--- src/rtl/conv_window_sched_if.sv ---
// Handshake bundle between the window scheduler and its neighbours: job control,
// SRAM bank status, register-array loader and OPU beat port.
interface conv_window_sched_if #(
  parameter int CW = 9
);
  logic                 START;
  logic                 ABORT;
  logic [7:0]           PIC_SIZE;
  logic                 PADDING;
  logic                 BANK_RDY;
  logic                 LD_REQ;
  logic                 LD_ACK;
  logic signed [CW-1:0] WIN_X;
  logic signed [CW-1:0] WIN_Y;
  logic [2:0]           BIT_IDX;
  logic                 OPU_VLD;
  logic                 OPU_RDY;
  logic                 BUSY;
  logic                 DONE;
  logic                 CFG_ERR;
  logic [15:0]          WIN_CNT;

  modport master (
    input  START, ABORT, PIC_SIZE, PADDING, BANK_RDY, LD_ACK, OPU_RDY,
    output LD_REQ, WIN_X, WIN_Y, BIT_IDX, OPU_VLD, BUSY, DONE, CFG_ERR, WIN_CNT
  );

  modport slave (
    output START, ABORT, PIC_SIZE, PADDING, BANK_RDY, LD_ACK, OPU_RDY,
    input  LD_REQ, WIN_X, WIN_Y, BIT_IDX, OPU_VLD, BUSY, DONE, CFG_ERR, WIN_CNT
  );
endinterface

--- src/rtl/conv_window_sched.sv ---
// 3x3 window sequencer: walks window positions in two-column serpentine strips,
// issuing one register-array load and eight bit-plane OPU beats per window.
module conv_window_sched #(
  parameter int MAXP = 64,
  parameter int CW   = 9
) (
  input logic                  SYS_CLK,
  input logic                  SYS_NRST,
  conv_window_sched_if.master  bus
);

  typedef enum logic [2:0] {
    S_IDLE      = 3'd0,
    S_WAIT_BANK = 3'd1,
    S_LOAD      = 3'd2,
    S_BEAT      = 3'd3,
    S_FIN       = 3'd4
  } state_t;

  localparam logic [8:0] MAXP_W = 9'(MAXP);

  state_t               state_q, state_d;
  logic [7:0]           n_q, n_d;
  logic                 pad_q, pad_d;
  logic [6:0]           strip_q, strip_d;
  logic [7:0]           w_q, w_d;
  logic [2:0]           bit_q, bit_d;
  logic [15:0]          win_cnt_q, win_cnt_d;
  logic signed [CW-1:0] win_x_q, win_x_d;
  logic signed [CW-1:0] win_y_q, win_y_d;
  logic                 cfg_err_q, cfg_err_d;
  logic                 busy_q, busy_d;
  logic                 ld_req_q, ld_req_d;
  logic                 opu_vld_q, opu_vld_d;
  logic                 done_q, done_d;

  logic [8:0] n_calc;
  logic       cfg_legal;
  logic       last_w;
  logic       last_strip;
  logic       last_win;
  logic       beat_last;
  logic [6:0] r_d;
  logic       c_d;

  // Positions per axis; only meaningful once PIC_SIZE >= 4 is also satisfied.
  assign n_calc     = {1'b0, bus.PIC_SIZE} + {7'd0, bus.PADDING, 1'b0} - 9'd2;
  assign cfg_legal  = !bus.PIC_SIZE[0] && (bus.PIC_SIZE >= 8'd4) &&
                      ({1'b0, bus.PIC_SIZE} <= MAXP_W) && (n_calc >= 9'd2);
  assign last_w     = (w_q == ({n_q[6:0], 1'b0} - 8'd1));
  assign last_strip = (strip_q == (n_q[7:1] - 7'd1));
  assign last_win   = last_w && last_strip;
  assign beat_last  = (state_q == S_BEAT) && bus.OPU_RDY && (bit_q == 3'd7);

  always_ff @(posedge SYS_CLK or negedge SYS_NRST) begin
    if (!SYS_NRST) begin
      state_q   <= S_IDLE;
      n_q       <= '0;
      pad_q     <= 1'b0;
      strip_q   <= '0;
      w_q       <= '0;
      bit_q     <= '0;
      win_cnt_q <= '0;
      win_x_q   <= '0;
      win_y_q   <= '0;
      cfg_err_q <= 1'b0;
      busy_q    <= 1'b0;
      ld_req_q  <= 1'b0;
      opu_vld_q <= 1'b0;
      done_q    <= 1'b0;
    end else begin
      state_q   <= state_d;
      n_q       <= n_d;
      pad_q     <= pad_d;
      strip_q   <= strip_d;
      w_q       <= w_d;
      bit_q     <= bit_d;
      win_cnt_q <= win_cnt_d;
      win_x_q   <= win_x_d;
      win_y_q   <= win_y_d;
      cfg_err_q <= cfg_err_d;
      busy_q    <= busy_d;
      ld_req_q  <= ld_req_d;
      opu_vld_q <= opu_vld_d;
      done_q    <= done_d;
    end
  end

  always_comb begin
    state_d = state_q;
    case (state_q)
      S_IDLE:      if (bus.START && cfg_legal) state_d = S_WAIT_BANK;
      S_WAIT_BANK: if (bus.BANK_RDY) state_d = S_LOAD;
      S_LOAD:      if (bus.LD_ACK) state_d = S_BEAT;
      S_BEAT:      if (beat_last) state_d = last_win ? S_FIN : S_LOAD;
      S_FIN:       state_d = S_IDLE;
      default:     state_d = S_IDLE;
    endcase
    if (bus.ABORT) state_d = S_IDLE;
  end

  // Window counters and latched job configuration.
  always_comb begin
    n_d       = n_q;
    pad_d     = pad_q;
    strip_d   = strip_q;
    w_d       = w_q;
    bit_d     = bit_q;
    win_cnt_d = win_cnt_q;
    cfg_err_d = 1'b0;
    if (!bus.ABORT) begin
      case (state_q)
        S_IDLE: begin
          if (bus.START) begin
            if (cfg_legal) begin
              n_d       = n_calc[7:0];
              pad_d     = bus.PADDING;
              strip_d   = '0;
              w_d       = '0;
              bit_d     = '0;
              win_cnt_d = '0;
            end else begin
              cfg_err_d = 1'b1;
            end
          end
        end
        S_LOAD: if (bus.LD_ACK) bit_d = 3'd0;
        S_BEAT: begin
          if (bus.OPU_RDY) begin
            if (bit_q != 3'd7) begin
              bit_d = bit_q + 3'd1;
            end else begin
              bit_d     = 3'd0;
              win_cnt_d = win_cnt_q + 16'd1;
              if (!last_win) begin
                if (last_w) begin
                  w_d     = '0;
                  strip_d = strip_q + 7'd1;
                end else begin
                  w_d = w_q + 8'd1;
                end
              end
            end
          end
        end
        default: ;
      endcase
    end
    // Serpentine: odd rows of a strip visit the right column first.
    r_d     = w_d[7:1];
    c_d     = w_d[0] ^ r_d[0];
    win_x_d = CW'({strip_d, 1'b0}) + CW'(c_d) - CW'(pad_d);
    win_y_d = CW'(r_d) - CW'(pad_d);
  end

  always_comb begin
    busy_d    = (state_d != S_IDLE);
    ld_req_d  = (state_d == S_LOAD);
    opu_vld_d = (state_d == S_BEAT);
    done_d    = (state_d == S_FIN);
  end

  assign bus.LD_REQ  = ld_req_q;
  assign bus.OPU_VLD = opu_vld_q;
  assign bus.BUSY    = busy_q;
  assign bus.DONE    = done_q;
  assign bus.CFG_ERR = cfg_err_q;
  assign bus.WIN_X   = win_x_q;
  assign bus.WIN_Y   = win_y_q;
  assign bus.BIT_IDX = bit_q;
  assign bus.WIN_CNT = win_cnt_q;

endmodule

--- src/flat_wrapper.sv ---
// flat-port wrapper written by rule: the top's interface ports become plain ports
module conv_window_sched_flat 
#(
  parameter int MAXP = 64,
  parameter int CW   = 9
)
  (SYS_CLK, SYS_NRST, bus_START, bus_ABORT, bus_PIC_SIZE, bus_PADDING, bus_BANK_RDY, bus_LD_ACK, bus_OPU_RDY, bus_LD_REQ, bus_WIN_X, bus_WIN_Y, bus_BIT_IDX, bus_OPU_VLD, bus_BUSY, bus_DONE, bus_CFG_ERR, bus_WIN_CNT);
  conv_window_sched_if #(.CW(CW)) bus_i ();
  input logic SYS_CLK;
  input logic SYS_NRST;
  input wire logic [$bits(bus_i.START)-1:0] bus_START;
  input wire logic [$bits(bus_i.ABORT)-1:0] bus_ABORT;
  input wire logic [$bits(bus_i.PIC_SIZE)-1:0] bus_PIC_SIZE;
  input wire logic [$bits(bus_i.PADDING)-1:0] bus_PADDING;
  input wire logic [$bits(bus_i.BANK_RDY)-1:0] bus_BANK_RDY;
  input wire logic [$bits(bus_i.LD_ACK)-1:0] bus_LD_ACK;
  input wire logic [$bits(bus_i.OPU_RDY)-1:0] bus_OPU_RDY;
  output wire logic [$bits(bus_i.LD_REQ)-1:0] bus_LD_REQ;
  output wire logic [$bits(bus_i.WIN_X)-1:0] bus_WIN_X;
  output wire logic [$bits(bus_i.WIN_Y)-1:0] bus_WIN_Y;
  output wire logic [$bits(bus_i.BIT_IDX)-1:0] bus_BIT_IDX;
  output wire logic [$bits(bus_i.OPU_VLD)-1:0] bus_OPU_VLD;
  output wire logic [$bits(bus_i.BUSY)-1:0] bus_BUSY;
  output wire logic [$bits(bus_i.DONE)-1:0] bus_DONE;
  output wire logic [$bits(bus_i.CFG_ERR)-1:0] bus_CFG_ERR;
  output wire logic [$bits(bus_i.WIN_CNT)-1:0] bus_WIN_CNT;
  assign bus_i.START = bus_START;
  assign bus_i.ABORT = bus_ABORT;
  assign bus_i.PIC_SIZE = bus_PIC_SIZE;
  assign bus_i.PADDING = bus_PADDING;
  assign bus_i.BANK_RDY = bus_BANK_RDY;
  assign bus_i.LD_ACK = bus_LD_ACK;
  assign bus_i.OPU_RDY = bus_OPU_RDY;
  assign bus_LD_REQ = bus_i.LD_REQ;
  assign bus_WIN_X = bus_i.WIN_X;
  assign bus_WIN_Y = bus_i.WIN_Y;
  assign bus_BIT_IDX = bus_i.BIT_IDX;
  assign bus_OPU_VLD = bus_i.OPU_VLD;
  assign bus_BUSY = bus_i.BUSY;
  assign bus_DONE = bus_i.DONE;
  assign bus_CFG_ERR = bus_i.CFG_ERR;
  assign bus_WIN_CNT = bus_i.WIN_CNT;
  conv_window_sched #(.MAXP(MAXP), .CW(CW)) u_core (.SYS_CLK(SYS_CLK), .SYS_NRST(SYS_NRST), .bus(bus_i));
endmodule
--- config.mk ---
export PLATFORM = sky130hd
export DESIGN_NAME = conv_window_sched_flat
export DESIGN_NICKNAME = d
export VERILOG_FILES = /design/src/rtl/conv_window_sched_if.sv /design/src/rtl/conv_window_sched.sv /design/src/flat_wrapper.sv
export SDC_FILE = /design/constraint.sdc
export NUM_CORES = 1
export LEC_CHECK = 0
export BUFFER_PORTS_ARGS = -buffer_cell sky130_fd_sc_hd__buf_2
export CORE_MARGIN = 3
export CORE_UTILIZATION = 55
export CTS_BUF_LIST = sky130_fd_sc_hd__clkbuf_8
export CTS_CLUSTER_SIZE = 14
export DETAILED_ROUTE_END_ITERATION = 10
export PLACE_DENSITY = 0.77
export SLEW_MARGIN = 15
export SYNTH_ARGS = -nofsm -noshare
export SYNTH_HDL_FRONTEND = slang
export SYNTH_SLANG_ARGS = --single-unit
--- constraint.sdc ---
create_clock -name SYS_CLK -period 4 [get_ports SYS_CLK]
set_input_delay 0.8 -clock SYS_CLK [delete_from_list [all_inputs] [get_ports SYS_CLK]]
set_output_delay 0.8 -clock SYS_CLK [all_outputs]
set_load 0.02 [all_outputs]
== After elaboration in Yosys (flattened, before gate mapping) ==
Index checks and enable logic that the tools add are counted.

* Register bits: 68
* Input bits: 16
* Output and inout port bits: 42

* Reduce and logical (&&, ||, !) cells: 15
* Equal/unequal tests: 15
* Multiplexer cells: 42
* Bitwise logic cells: 2
* $add $sub $neg: 11
* Magnitude comparators: 3

{| class="wikitable"
|+ Operators by type and width
! cell !! number
|-
| $mux W16 || 4
|-
| $mux W8 || 7
|-
| $mux W7 || 7
|-
| $mux W3 || 11
|-
| $pmux W16 S2 || 1
|-
| $add A16 B1 Y16 const B || 1
|-
| $pmux W8 S2 || 1
|-
| $pmux W7 S2 || 1
|-
| $eq A3 B2 Y1 const B || 4
|-
| $pmux W3 S4 || 1
|-
| $reduce_and A6 Y1 || 2
|-
| $add A8 B1 Y9 || 1
|-
| $add A8 B2 Y9 || 1
|-
| $ge A9 B2 Y1 const B || 1
|-
| $pmux W3 S3 || 1
|-
| $sub A9 B1 Y9 || 1
|-
| $sub A9 B2 Y9 const B || 1
|-
| $add A8 B1 Y8 const B || 1
|-
| $eq A8 B8 Y1 || 1
|-
| $ge A8 B3 Y1 const B || 1
|-
| $le A8 B7 Y1 const B || 1
|-
| $mux W1 || 8
|-
| $ne A2 B2 Y1 const B || 4
|-
| $sub A7 B1 Y8 || 1
|-
| other kinds (17) || 25
|}

== Depth between registers and ports, before layout ==
* Depth in word-level cells: 11
* Gate-level depth with buffers: 20
* Depth with buffers taken out: 19

== Worst setup path after synthesis ==
Ideal clock, no wire load.

* Kind: input to register
* From: in bus_PADDING
* To: reg u_core.win_y_q[6], in the netlist u_core.bus.WIN_Y[6]
* Buffers on the path: 2
* Data arrival time: 4.541 ns
* Setup slack: -0.669 ns
* Stages on the path: 20
* Data required time: 3.871 ns
* Cells stage by stage: inv_1 ha_1 inv_1 ha_1 inv_1 fa_1 nor2b_1 o21ai_1 mux2_2 or4_1 clkbuf_1 nand2_1 clkbuf_1 nand2_1 o21ai_0 ha_1 ha_1 inv_1 or4b_1 xnor2_1

* Cells in the longest elaborated chain, start to end: 9
* Elaborated cells between the ends (all ways): 13
* Those cells by class: 3 x add/sub; 1 x order compare; 8 x mux; 1 x reduce/logical

{| class="wikitable"
|+ Ends and longest elaborated chain
! what !! line !! source
|-
| start: declaration || flat_wrapper.sv:14 || <nowiki>input wire logic [$bits(bus_i.PADDING)-1:0] bus_PADDING;</nowiki>
|-
| $add A8 B2 Y9 || conv_window_sched.sv:47 || <nowiki>assign n_calc = {1'b0, bus.PIC_SIZE} + {7'd0, bus.PADDING, 1'b0} - 9'd2;</nowiki>
|-
| $sub A9 B2 Y9 || conv_window_sched.sv:47 ||
|-
| $ge A9 B2 Y1 || conv_window_sched.sv:49 || <nowiki>({1'b0, bus.PIC_SIZE} <= MAXP_W) && (n_calc >= 9'd2);</nowiki>
|-
| $logic_and A1 B1 Y1 || conv_window_sched.sv:49 ||
|-
| $mux W1 (*) || conv_window_sched.sv:115 || <nowiki>if (cfg_legal) begin</nowiki>
|-
| $mux W1 (*) || conv_window_sched.sv:114 || <nowiki>if (bus.START) begin</nowiki>
|-
| $mux W1 (*) || conv_window_sched.sv:112 || <nowiki>case (state_q)</nowiki>
|-
| $mux W1 (*) || conv_window_sched.sv:111 || <nowiki>if (!bus.ABORT) begin</nowiki>
|-
| named net u_core.pad_d || conv_window_sched.sv:24 || <nowiki>logic pad_q, pad_d;</nowiki>
|-
| $sub A7 B1 Y8 (*) || conv_window_sched.sv:153 || <nowiki>win_y_d = CW'(r_d) - CW'(pad_d);</nowiki>
|-
| named net u_core.win_y_d[6] || conv_window_sched.sv:30 || <nowiki>logic signed [CW-1:0] win_y_q, win_y_d;</nowiki>
|-
| end signal: assignment || conv_window_sched.sv:80 || <nowiki>win_y_q <= win_y_d;</nowiki>
|-
| end: declaration || conv_window_sched.sv:30 ||
|}

The timed path passes the listed nets; every way through them passes the cells marked *.
A chain may end at the register's enable or synchronous reset.

== Final worst setup path ==
* From: reg u_core.n_q[1]
* To: reg u_core.win_x_q[6], in the netlist u_core.bus.WIN_X[6]

* Cells in the longest elaborated chain, start to end: 11
* Elaborated cells between the ends (all ways): 20
* Those cells by class: 4 x add/sub; 2 x eq/ne; 12 x mux; 1 x bitwise; 1 x reduce/logical

{| class="wikitable"
|+ Ends and longest elaborated chain
! what !! line !! source
|-
| start: declaration || conv_window_sched.sv:23 || <nowiki>logic [7:0] n_q, n_d;</nowiki>
|-
| start signal: assignment || conv_window_sched.sv:73 || <nowiki>n_q <= n_d;</nowiki>
|-
| $sub A8 B1 Y8 / $sub A7 B1 Y7 (equally long branches) || conv_window_sched.sv:50, conv_window_sched.sv:51 ||
|-
| $eq A8 B8 Y1 / $eq A7 B7 Y1 (equally long branches) || conv_window_sched.sv:50, conv_window_sched.sv:51 ||
|-
| $mux W8 / $logic_and A1 B1 Y1 (equally long branches) || conv_window_sched.sv:136, conv_window_sched.sv:52 ||
|-
| $mux W8 (*) || conv_window_sched.sv:135 || <nowiki>if (!last_win) begin</nowiki>
|-
| $mux W8 (*) || conv_window_sched.sv:130 || <nowiki>if (bit_q != 3'd7) begin</nowiki>
|-
| $mux W8 (*) || conv_window_sched.sv:129 || <nowiki>if (bus.OPU_RDY) begin</nowiki>
|-
| $pmux W8 S2 (*) || conv_window_sched.sv:112 ||
|-
| $mux W8 (*) || conv_window_sched.sv:111 ||
|-
| named net u_core.w_d[0] || conv_window_sched.sv:26 || <nowiki>logic [7:0] w_q, w_d;</nowiki>
|-
| $xor A1 B1 Y1 (*) || conv_window_sched.sv:151 || <nowiki>c_d = w_d[0] ^ r_d[0];</nowiki>
|-
| $add A8 B1 Y9 (*) || conv_window_sched.sv:152 || <nowiki>win_x_d = CW'({strip_d, 1'b0}) + CW'(c_d) - CW'(pad_d);</nowiki>
|-
| $sub A9 B1 Y9 (*) || conv_window_sched.sv:152 ||
|-
| named net u_core.win_x_d[6] || conv_window_sched.sv:29 || <nowiki>logic signed [CW-1:0] win_x_q, win_x_d;</nowiki>
|-
| end signal: assignment || conv_window_sched.sv:79 || <nowiki>win_x_q <= win_x_d;</nowiki>
|-
| end: declaration || conv_window_sched.sv:29 ||
|}

Marks and branches as above.

==> impl_metrics.tcl <==
set metrics [dict create \
    dominantRegCellSynth "sky130_fd_sc_hd__dfrtp_1" \
    post_drt_wl_per_cell_um 16.29 \
    finalHoldWorstSlack_ps 491.0 \
    clk_root_buffer_cell "sky130_fd_sc_hd__clkbuf_8" \
    routed-via-count 4012 \
    fp.dieH_um 94.13 \
    worst_skew_pair.late_latency_ps 340 \
    final_hold_violation_count 0 \
    maxClockFrequency_ghz 0.2582 \
    crit_slowest_cell "sky130_fd_sc_hd__or4_4" \
    nets 614 \
    wl_um 11010 \
    grt_first_pass_wirelength_um 17840 \
    place.detailed.hpwl_um 8305 \
    yosys_register_bits 68 \
    p_per_area_nw_per_um2 354.7 \
    yosys.cell_count.top_type "sky130_fd_sc_hd__dfrtp_1" \
    fin_setup_tns_ps 0 \
    cts_buffer_depth 2 \
    cts_tree "built" \
    cp_data_required_time_ps 4270 \
    worst_setup_path_start_kind "flip-flop" \
    worstPathArrival_ps 4140 \
    final-max-slew-violation-count 0 \
    worst_pin_slew_ps 885.7 \
    synth_area_leader_cell "sky130_fd_sc_hd__dfrtp_1" \
    critical_path.max_stage_delay_ps 480 \
    crit_path_max_fanout 5 \
    post_route_cells_drive_above_1_share_pct 27.90 \
    synth-edff-count 0 \
    synth.yosys.warnings 0 \
    via_per_inst 5.935 \
    gp_congestion 0.9208 \
    run_status "finished, final reports clean" \
    yosysTopAreaCellShare_pct 39.84 \
    stdcell_count 676 \
    syn-num-nets 517 \
    yosysUniqueCellTypes 68 \
    floorplan.core_area_um2 7408 \
    n_antenna_cell 0 \
    syn2layout_area_growth_pct 24.90 \
    skew_ps 8.682 \
    cts_inserted_buffers 9 \
    h-tree-depth 3 \
    cts.sinks 68 \
    netlist_area_um2 4272 \
    cp_endpoint_kind "flip-flop" \
    max-cap-violations 0 \
    synth.area.top_cells "sky130_fd_sc_hd__dfrtp_1, sky130_fd_sc_hd__ha_1, sky130_fd_sc_hd__nand2_1" \
    finalSetupViolations 0 \
    fillers 600 \
    timing.final.crit_share_pct 96.83 \
    rows 31 \
    leakage_nw 2.636 \
    maximum_number_of_pins_on_one_net_before_global_route_repair 36 \
    drt_first_iter_violations 204 \
    synth_commonest_cells "sky130_fd_sc_hd__dfrtp_1, sky130_fd_sc_hd__nand2_1, sky130_fd_sc_hd__inv_1" \
    grt_usage_pct 25.52 \
    dp.cells 661 \
    worstSetupPathType "reg2reg" \
    detailedRoute.firstPassIterationCount 6 \
    grt.overflow.total 0 \
    grt_pass1_vias 3886 \
    number_of_antenna_violations_at_the_first_check_in_global_routing 0 \
    drtAntennaViolNets 0 \
    synth_seq_area_share_pct 39.84 \
    die-area_um2 8860 \
    die_width_um 94.13 \
    initial_utilization_pct 57.66 \
    syn_inst 476 \
    power.ir.vdd_worst_uv 200.4 \
    synthArstFlopShare_pct 100.0 \
    final_period_minus_worst_setup_slack_ps 3873 \
    min_path_type "reg2reg" \
    top_level_i_o_count 58 \
    detail_route.drc_violations 0 \
    crit_path_cell_trace "inv_1 -> ha_1 -> or3b_1 -> nor3_1 -> xnor2_1 -> or4_4 -> o21ai_1 -> nand2_1 -> nand2_1 -> a21o_1 -> xor2_1 -> ha_2 -> ha_1 -> inv_1 -> nor3_2 -> xor2_1" \
    number_of_hold_repair_buffers_added_at_the_cts_stage 0 \
    clkSlewWorstSetupHoldPaths_ps 70 \
    syn_avg_cell_area_um2 8.974 \
    portBuffers 57 \
    post-cts-setup-buffer-count 0 \
    maxSlewHeadroom_pct 40.41 \
]
## what timing repair did
action,in CTS,in global routing
pin swaps,0,7
resized for setup,7,12
endpoints found under the setup margin,8,10
## final cells by class
type | count | area, um^2 | area share [%]
Clock buffer | 9 | 123.9 | 2.322
Timing Repair Buffer | 104 | 643.1 | 12.05
Sequential cell | 68 | 1702 | 31.89
Multi-Input combinational cell | 350 | 2479 | 46.46
Tap cell | 99 | 123.9 | 2.322
Inverter | 40 | 175.2 | 3.283
Clock inverter | 6 | 88.84 | 1.665
## layout by cell type (no fill, tap or decap), types with 3 or more instances in the layout
cell / count
sky130_fd_sc_hd__a21boi_0: 3
sky130_fd_sc_hd__a21oi_1: 17
sky130_fd_sc_hd__a31oi_1: 18
sky130_fd_sc_hd__and2_1: 9
sky130_fd_sc_hd__and3_1: 12
sky130_fd_sc_hd__buf_2: 55
sky130_fd_sc_hd__buf_4: 48
sky130_fd_sc_hd__clkbuf_8: 9
sky130_fd_sc_hd__dfrtp_1: 68
sky130_fd_sc_hd__ha_1: 19
sky130_fd_sc_hd__ha_4: 3
sky130_fd_sc_hd__inv_1: 35
sky130_fd_sc_hd__inv_2: 3
sky130_fd_sc_hd__mux2_2: 3
sky130_fd_sc_hd__nand2_1: 48
sky130_fd_sc_hd__nand3_1: 15
sky130_fd_sc_hd__nand4_1: 8
sky130_fd_sc_hd__nor2_1: 27
sky130_fd_sc_hd__nor3_1: 14
sky130_fd_sc_hd__nor3_2: 3
sky130_fd_sc_hd__nor3b_1: 3
sky130_fd_sc_hd__nor4_1: 6
sky130_fd_sc_hd__o211ai_1: 4
sky130_fd_sc_hd__o21ai_0: 34
sky130_fd_sc_hd__o21ai_1: 5
sky130_fd_sc_hd__or4_4: 3
sky130_fd_sc_hd__xnor2_1: 19
sky130_fd_sc_hd__xor2_1: 14
## kinds of logic after synthesis
group                      after synthesis  synth area share (%)
buffers and inverters                   58                 5.595
muxes                                    6                 1.552
DFF                                     68                 39.84
and+or+nand+nor                        171                 20.77
adders and majority gates               25                 7.499
AOI/OAI and AO/OA                      114                 17.78
xor gates and xnor gates                34                 6.971
## per-layer routing
layer | wire [um] | part of all wire [%] | vias up | track usage [%]
li1 | - | - | 1894 | -
met1 | 4401 | 40 | 1922 | 30.20
met2 | 5685 | 52 | 154 | 45.30
met3 | 566 | 5.1 | 42 | 5.048
met4 | 360 | 3.3 | 0 | 9.868
met5 | 0 | 0 | - | 0
## critical path: cells and delay by family, from the launching register on
family,cells,cell delay (ps)
simple gates,6,1610
fa+ha+maj,3,620
xor+xnor,3,460
flops,1,450
compound gates,2,410
buf+inv,2,240
## where the power goes
part	switching, mW	total (mW)	internal, mW
registers	0.0419	0.782	0.740
clock network	0.265	0.614	0.348
logic	0.279	0.497	0.217
## worst paths after layout
check,to,slack [ps],startpoint,cells past startpoint
worst max-delay path,u_core.bus.WIN_X[6],130,u_core.n_q[1],16
worst min-delay path,u_core.bus.WIN_CNT[15],490,u_core.bus.WIN_CNT[15],1
worst max register to register,u_core.bus.WIN_X[6],130,u_core.n_q[1],16
worst min register to register,u_core.bus.WIN_CNT[15],490,u_core.bus.WIN_CNT[15],1
max in group asynchronous,u_core.bus.DONE,2520,SYS_NRST,2
min in group asynchronous,u_core.bus.WIN_X[7],540,SYS_NRST,1
## through the flow
| step | utilization [%] | total power, mW | cell area [um^2] | setup slack (ps) |
|---|---|---|---|---|
| 2_1_floorplan | - | 1.108 | 4379 | -253.2 |
| 3_3_place_gp | 67.93 | 1.252 | 5032 | -306.7 |
| 3_5_place_dp | 67.93 | 1.270 | 5032 | -559.8 |
| 4_1_cts | 71.37 | 1.895 | 5288 | 28.10 |
| 5_1_grt | 72.01 | 1.987 | 5335 | -46.27 |
| 6_report | 72.01 | 1.892 | 5335 | 126.8 |
## sequential cells by signal, summed over array words and instances, names as in the netlist
signal and flops:
u_core.bus.WIN_X 9, u_core.bus.DONE 1, u_core.bus.WIN_CNT 16, u_core.bus.BUSY 1, u_core.strip_q 7, u_core.bus.LD_REQ 1, u_core.pad_q 1, u_core.n_q 8
u_core.state_q 3, u_core.bus.BIT_IDX 3, u_core.bus.OPU_VLD 1, u_core.bus.CFG_ERR 1, u_core.bus.WIN_Y 8, u_core.w_q 8
No activity file was read; power rests on OpenSTA's default activity.
